===== src/rtl/reg_bank_pkg.sv =====
// Shared register-bank types and architectural register numbers.
package reg_bank_pkg;
    typedef logic [4:0] reg_addr_t;

    localparam reg_addr_t REG_ZERO = 5'd0;
    localparam reg_addr_t REG_SP   = 5'd29;
    localparam reg_addr_t REG_RA   = 5'd31;
    localparam int        NUM_REGS = 32;
endpackage


===== src/rtl/reg_bank_fwd.sv =====
// Per-port read select: hardwired zero, then the staged write, then the array.
// Zero latency (pure combinational); no backpressure.
// Address 0 is tested first so a staged write to r0 can never leak out.
module reg_bank_fwd
    import reg_bank_pkg::*;
#(
    parameter int DATA_W = 32
) (
    input  reg_addr_t         rd_addr,
    input  logic              stage_vld,
    input  reg_addr_t         stage_addr,
    input  logic [DATA_W-1:0] stage_data,
    input  logic [DATA_W-1:0] arr_data,
    output logic [DATA_W-1:0] rd_data
);
    always_comb begin
        rd_data = arr_data;
        if (rd_addr == REG_ZERO) begin
            rd_data = '0;
        end else if (stage_vld && (stage_addr == rd_addr)) begin
            rd_data = stage_data;
        end
    end
endmodule


===== src/rtl/reg_bank.sv =====
// 32-entry register file with a one-deep write staging register and forwarding.
// Writes are visible to reads right after the capture edge and reach the array one edge later.
// No backpressure: a write is accepted on every edge with wr_en high.
module reg_bank
    import reg_bank_pkg::*;
#(
    parameter int                DATA_W  = 32,
    parameter logic [DATA_W-1:0] SP_INIT = DATA_W'(32'h0000_00E3)
) (
    input  logic              clk,
    input  logic              reset_n,
    input  logic              wr_en,
    input  reg_addr_t         wr_addr,
    input  logic [DATA_W-1:0] wr_data,
    input  reg_addr_t         rd_addr_a,
    input  reg_addr_t         rd_addr_b,
    output logic [DATA_W-1:0] rd_data_a,
    output logic [DATA_W-1:0] rd_data_b,
    output logic              wr_pending
);
    logic [DATA_W-1:0] regs [NUM_REGS];
    logic              stage_vld;
    reg_addr_t         stage_addr;
    logic [DATA_W-1:0] stage_data;

    // Array and stage-valid share the reset; clearing stage_vld drops an in-flight write.
    always_ff @(posedge clk or negedge reset_n) begin
        if (!reset_n) begin
            stage_vld <= 1'b0;
            for (int i = 0; i < NUM_REGS; i++) begin
                regs[i] <= (reg_addr_t'(i) == REG_SP) ? SP_INIT : '0;
            end
        end else begin
            stage_vld <= wr_en;
            if (stage_vld && (stage_addr != REG_ZERO)) begin
                regs[stage_addr] <= stage_data;
            end
        end
    end

    // Staged address/data are qualified by stage_vld, so they carry no reset.
    always_ff @(posedge clk) begin
        if (wr_en) begin
            stage_addr <= wr_addr;
            stage_data <= wr_data;
        end
    end

    assign wr_pending = stage_vld && (stage_addr != REG_ZERO);

    reg_bank_fwd #(.DATA_W(DATA_W)) u_fwd_a (
        .rd_addr    (rd_addr_a),
        .stage_vld  (stage_vld),
        .stage_addr (stage_addr),
        .stage_data (stage_data),
        .arr_data   (regs[rd_addr_a]),
        .rd_data    (rd_data_a)
    );

    reg_bank_fwd #(.DATA_W(DATA_W)) u_fwd_b (
        .rd_addr    (rd_addr_b),
        .stage_vld  (stage_vld),
        .stage_addr (stage_addr),
        .stage_data (stage_data),
        .arr_data   (regs[rd_addr_b]),
        .rd_data    (rd_data_b)
    );
endmodule


===== config.mk =====
export PLATFORM = sky130hd
export DESIGN_NAME = reg_bank
export DESIGN_NICKNAME = d
export VERILOG_FILES = /design/src/rtl/reg_bank_pkg.sv /design/src/rtl/reg_bank_fwd.sv /design/src/rtl/reg_bank.sv
export SDC_FILE = /design/constraint.sdc
export NUM_CORES = 2
export LEC_CHECK = 0
export ABC_AREA = 1
export CAP_MARGIN = 20
export CORE_UTILIZATION = 40
export CTS_BUF_LIST = sky130_fd_sc_hd__clkbuf_8
export DETAILED_ROUTE_END_ITERATION = 10
export PLACE_DENSITY = 0.68
export RECOVER_POWER = 100
export SETUP_SLACK_MARGIN = 0.2
export SYNTH_ARGS = -nofsm -noshare
export SYNTH_HDL_FRONTEND = slang
export SYNTH_HIERARCHICAL = 1
export SYNTH_SLANG_ARGS = --single-unit

===== constraint.sdc =====
create_clock -name clk -period 2.61 [get_ports clk]
set_input_delay 0.6525 -clock clk [delete_from_list [all_inputs] [get_ports clk]]
set_output_delay 0.6525 -clock clk [all_outputs]
set_load 0.005 [all_outputs]

==> metrics list <==
* Post-layout power: approximately 0.053 W
- The initial utilization of the core area, before any placement, comes to 0.404.
* Die Wd: 386 um
- The worst setup path is captured at an output pin.
* Final setup viols: 281
* Syn Std Cell Area: about 59000 um^2
- Wires add up to between 200000 and 250000 um.
- Fraction of final layout cells with drive strength greater than 1: 0.132
- Summed over all cells, the static leakage comes to approximately 35 nW.
- The tool flagged a number of max-cap violations equal to 1.
- Cell with the biggest individual delay on the critical path: sky130_fd_sc_hd__edfxtp_1
- Hold wc startpoint: wr_data[30]
- Type of the worst min-delay path: input port to register
- Synthesized flop and latch total: approximately 1100
- Transition time at the pin with the least slew margin: roughly 1.7 ns
* Pin count of the biggest net entering global routing: 83
* Length in cells of the worst reg-to-reg path: 8
* Height of the chip: between 300 and 400 um
- For the final routed database, the setup TNS stands at -67.34 ns.
- Number of clock sinks: about 1100
- Routability cong.: 0.935
- Counting the buffers created by CTS gives 179.
- The largest single stage delay on the critical path is approximately 0.5 ns.
* Data arrival time of the critical path: around 2.7 ns
- Worst max-slew margin expressed relative to the limit: -0.126
- The initial antenna violation count is 7.
- Total power divided by cell area: around 740 nW/um^2
- The region available for standard cell placement spans ~150000 um^2.
- Post-Route Hold Slack: about 0.34 ns
* Required time of the critical path: 1.96 ns
- In this run the worst path has a maximum fanout of 5.
* Count of nets after finishing: ~9000
- The Yosys step of the flow raised 6 warnings.
* Clock input transition at the sequential cells of the worst setup and hold paths: around 0.060 ns
- By startpoint and endpoint, the worst setup path is classified as register to output pin.
* Number of nets with antenna violations after routing: 0
- Worst flop-to-flop path startpoint: stage_addr[1]
- Hold violation count in the final report: 0
- In the routed design, unresolved DRC markers number 0.
* Worst reg-to-reg setup slack: -0.31 ns
- Number of different library cells in the post-synthesis netlist: 22
* Area added between synthesis and finish: 21.8%
* Maximum frequency from static timing analysis: ~300 MHz
- The number of global-route vias before repair was 59000.
- Leaving out fill and tap cells, the most frequent cell in the layout is sky130_fd_sc_hd__nand2_1.
- Synthesis produced a netlist with a net count of 8759.
- After the first detailed-routing iteration, the DRC count stood at ~10000.
- Input and output buffers added on the ports amount to around 110.
- The count of pins over their slew limit came to 42.
- In this run the count of I/O pins placed on the die edge is roughly 120.
* Most used cell along the critical path: sky130_fd_sc_hd__buf_6
- Once layout is complete, the utilization of the core stands at 0.492.
- TritonCTS built the clock tree.
* Violations in the final reports: capacitance limit, slew limit, setup timing
* Worst-skew pair later-pin latency: around 0.94 ns
* Clock Skew: about 0.051 ns
- For this run, the detailed router's first-pass iteration total came to 8.
- Post-route minimum period: 3.38 ns
* Post-route worst setup slack: -0.771 ns
- First-pass GRT wire length: around 360000 um
* Most frequent cells in the layout: sky130_fd_sc_hd__nand2_1 (3798), sky130_fd_sc_hd__nand3_1 (1536), sky130_fd_sc_hd__dfrtp_1 (1020)
- WHS Endpoint: stage_data[30]
- Synth Area per Inst: around 6.8 um^2
- H-tree Lvls: 4
- Detailed placement ended at an HPWL of 148000 um.
- Vias/cell: between 5 and 6
- Row generation in the floorplan step produced 140 rows.
* Outcome: finished with violations
- Of the synthesized area, sequential elements account for 0.454.
* Startpoint types: register
- Counting every instance in the synthesized netlist gives 8709.
- The routed layout has 64200 vias.
* Placement Setup Slack: -1.16 ns
- Across every metal layer, demand over resource in global routing totals 0.315.
- Number of buffers and inverters on the critical path: 5
* WL/cell: roughly 22 um
* Clk Tree Root Cell: sky130_fd_sc_hd__clkbuf_8
- The critical path goes through nand2_1 -> nand2_1 -> nor2_2 -> nand3_4 -> buf_12 -> buf_12 -> nor2_4 -> buf_6 -> nor2_4 -> buf_6 -> buf_6.
- Dividing the final minimum period by the clock period gives 1.30.
* Family of cells with the greatest summed delay on the critical path: buffers and inverters
* Worst vdd ir: ~0.45 mV
- The synthesized design contains 37 enable-type register cells.
- Global-route congestion overflow total: 0
* # fillers: 14100
- Unrepaired setup endpoints after global routing: true
- Top flip-flop cell by instance count after synthesis: sky130_fd_sc_hd__dfrtp_1
- Count of cells along the worst hold path: 1
- Reg-to-reg endpoint: regs[783]
* Floorplan die area: roughly 150000 um^2
- Ys async rst share: 0.965
- Maximum clock insertion buffer count: 3
-- registers in the layout, indices dropped and copies added (netlist names) --
signal / count
regs: 1024
stage_data: 32
stage_vld: 1
stage_addr: 5
-- synthesized netlist by cell type (27+ instances only) --
master / n / area, um^2
sky130_fd_sc_hd__nand3_1: 1539 / 7700
sky130_fd_sc_hd__nand2_1: 3869 / 14500
sky130_fd_sc_hd__edfxtp_1: 37 / 1110
sky130_fd_sc_hd__o21ai_0: 832 / 4160
sky130_fd_sc_hd__nor2_1: 291 / 1090
sky130_fd_sc_hd__dfrtp_1: 1020 / 25500
sky130_fd_sc_hd__a21oi_1: 160 / 801
sky130_fd_sc_hd__clkbuf_1: 650 / 2440
sky130_fd_sc_hd__nand2_2: 27 / 169
sky130_fd_sc_hd__inv_1: 128 / 480
sky130_fd_sc_hd__buf_2: 41 / 205
sky130_fd_sc_hd__buf_1: 71 / 267
-- per-layer routing --
metal / up-vias / share of wire / GRT usage
met1: 30200 / 0.39 / 0.427
met4: 6 / 0.059 / 0.180
li1: 28500 / - / -
met5: - / 0.00014 / 0
met3: 902 / 0.13 / 0.0694
met2: 4601 / 0.42 / 0.461
-- logic make-up (layout without fill, tap and decap cells) --
| group | after synthesis | count (layout) | synth area share |
|---|---|---|---|
| DFF | 1062 | 1062 | 0.454 |
| other | 0 | 3 | 0 |
| AOI/OAI and AO/OA | 992 | 992 | 0.0843 |
| buffers and inverters | 903 | 1242 | 0.0592 |
| and+or+nand+nor | 5752 | 5753 | 0.402 |
-- how the worst max path moves through the flow --
stage | start | endpoint | slack [ns] | cells after the start
floorplan | rd_addr_b[0] | rd_data_b[0] | 0.14 | 16
global placement | rd_addr_a[0] | rd_data_a[17] | -1.19 | 17
detailed placement | rd_addr_a[0] | rd_data_a[17] | -1.16 | 17
CTS | stage_addr[2] | rd_data_a[30] | -0.81 | 10
global route | stage_addr[2] | rd_data_a[24] | -0.79 | 10
finish | stage_addr[2] | rd_data_b[15] | -0.77 | 11
-- per-stage QoR --
| step | area [um^2] | std cells |
|---|---|---|
| after floorplan | 60800 | 8709 |
| after global placement | 67200 | 10600 |
| after detailed placement | 67200 | 10600 |
| after CTS | 71200 | 10900 |
| after global routing | 71800 | 11000 |
| final | 71800 | 11000 |
-- timing repair --
item                                    CTS  global route
hold buffers                              1             0
gates resized for setup                 329           181
pin swaps                                33            40
setup buffers                            18            21
endpoints found under the hold margin    22             0
endpoints found under the setup margin   65           155
gates cloned                              4            16
-- where the power goes --
group,total [W],switching [W],internal [W]
logic,0.0139,0.00803,0.00584
clock network,0.0151,0.00733,0.00779
registers,0.0244,0.00355,0.0209
-- final cells by class --
type	count	area, um^2	share of cell area
diodes	3	7.51	0.000105
clock buffers	221	3040	0.0424
clock inverters	93	472	0.00657
inverters	135	594	0.00828
multi-input cells	6745	29400	0.409
flip-flops and latches	1062	26800	0.373
well taps	1917	2400	0.0334
repair buffers	793	9130	0.127
Note: power is estimated with default switching activity, not from simulation.
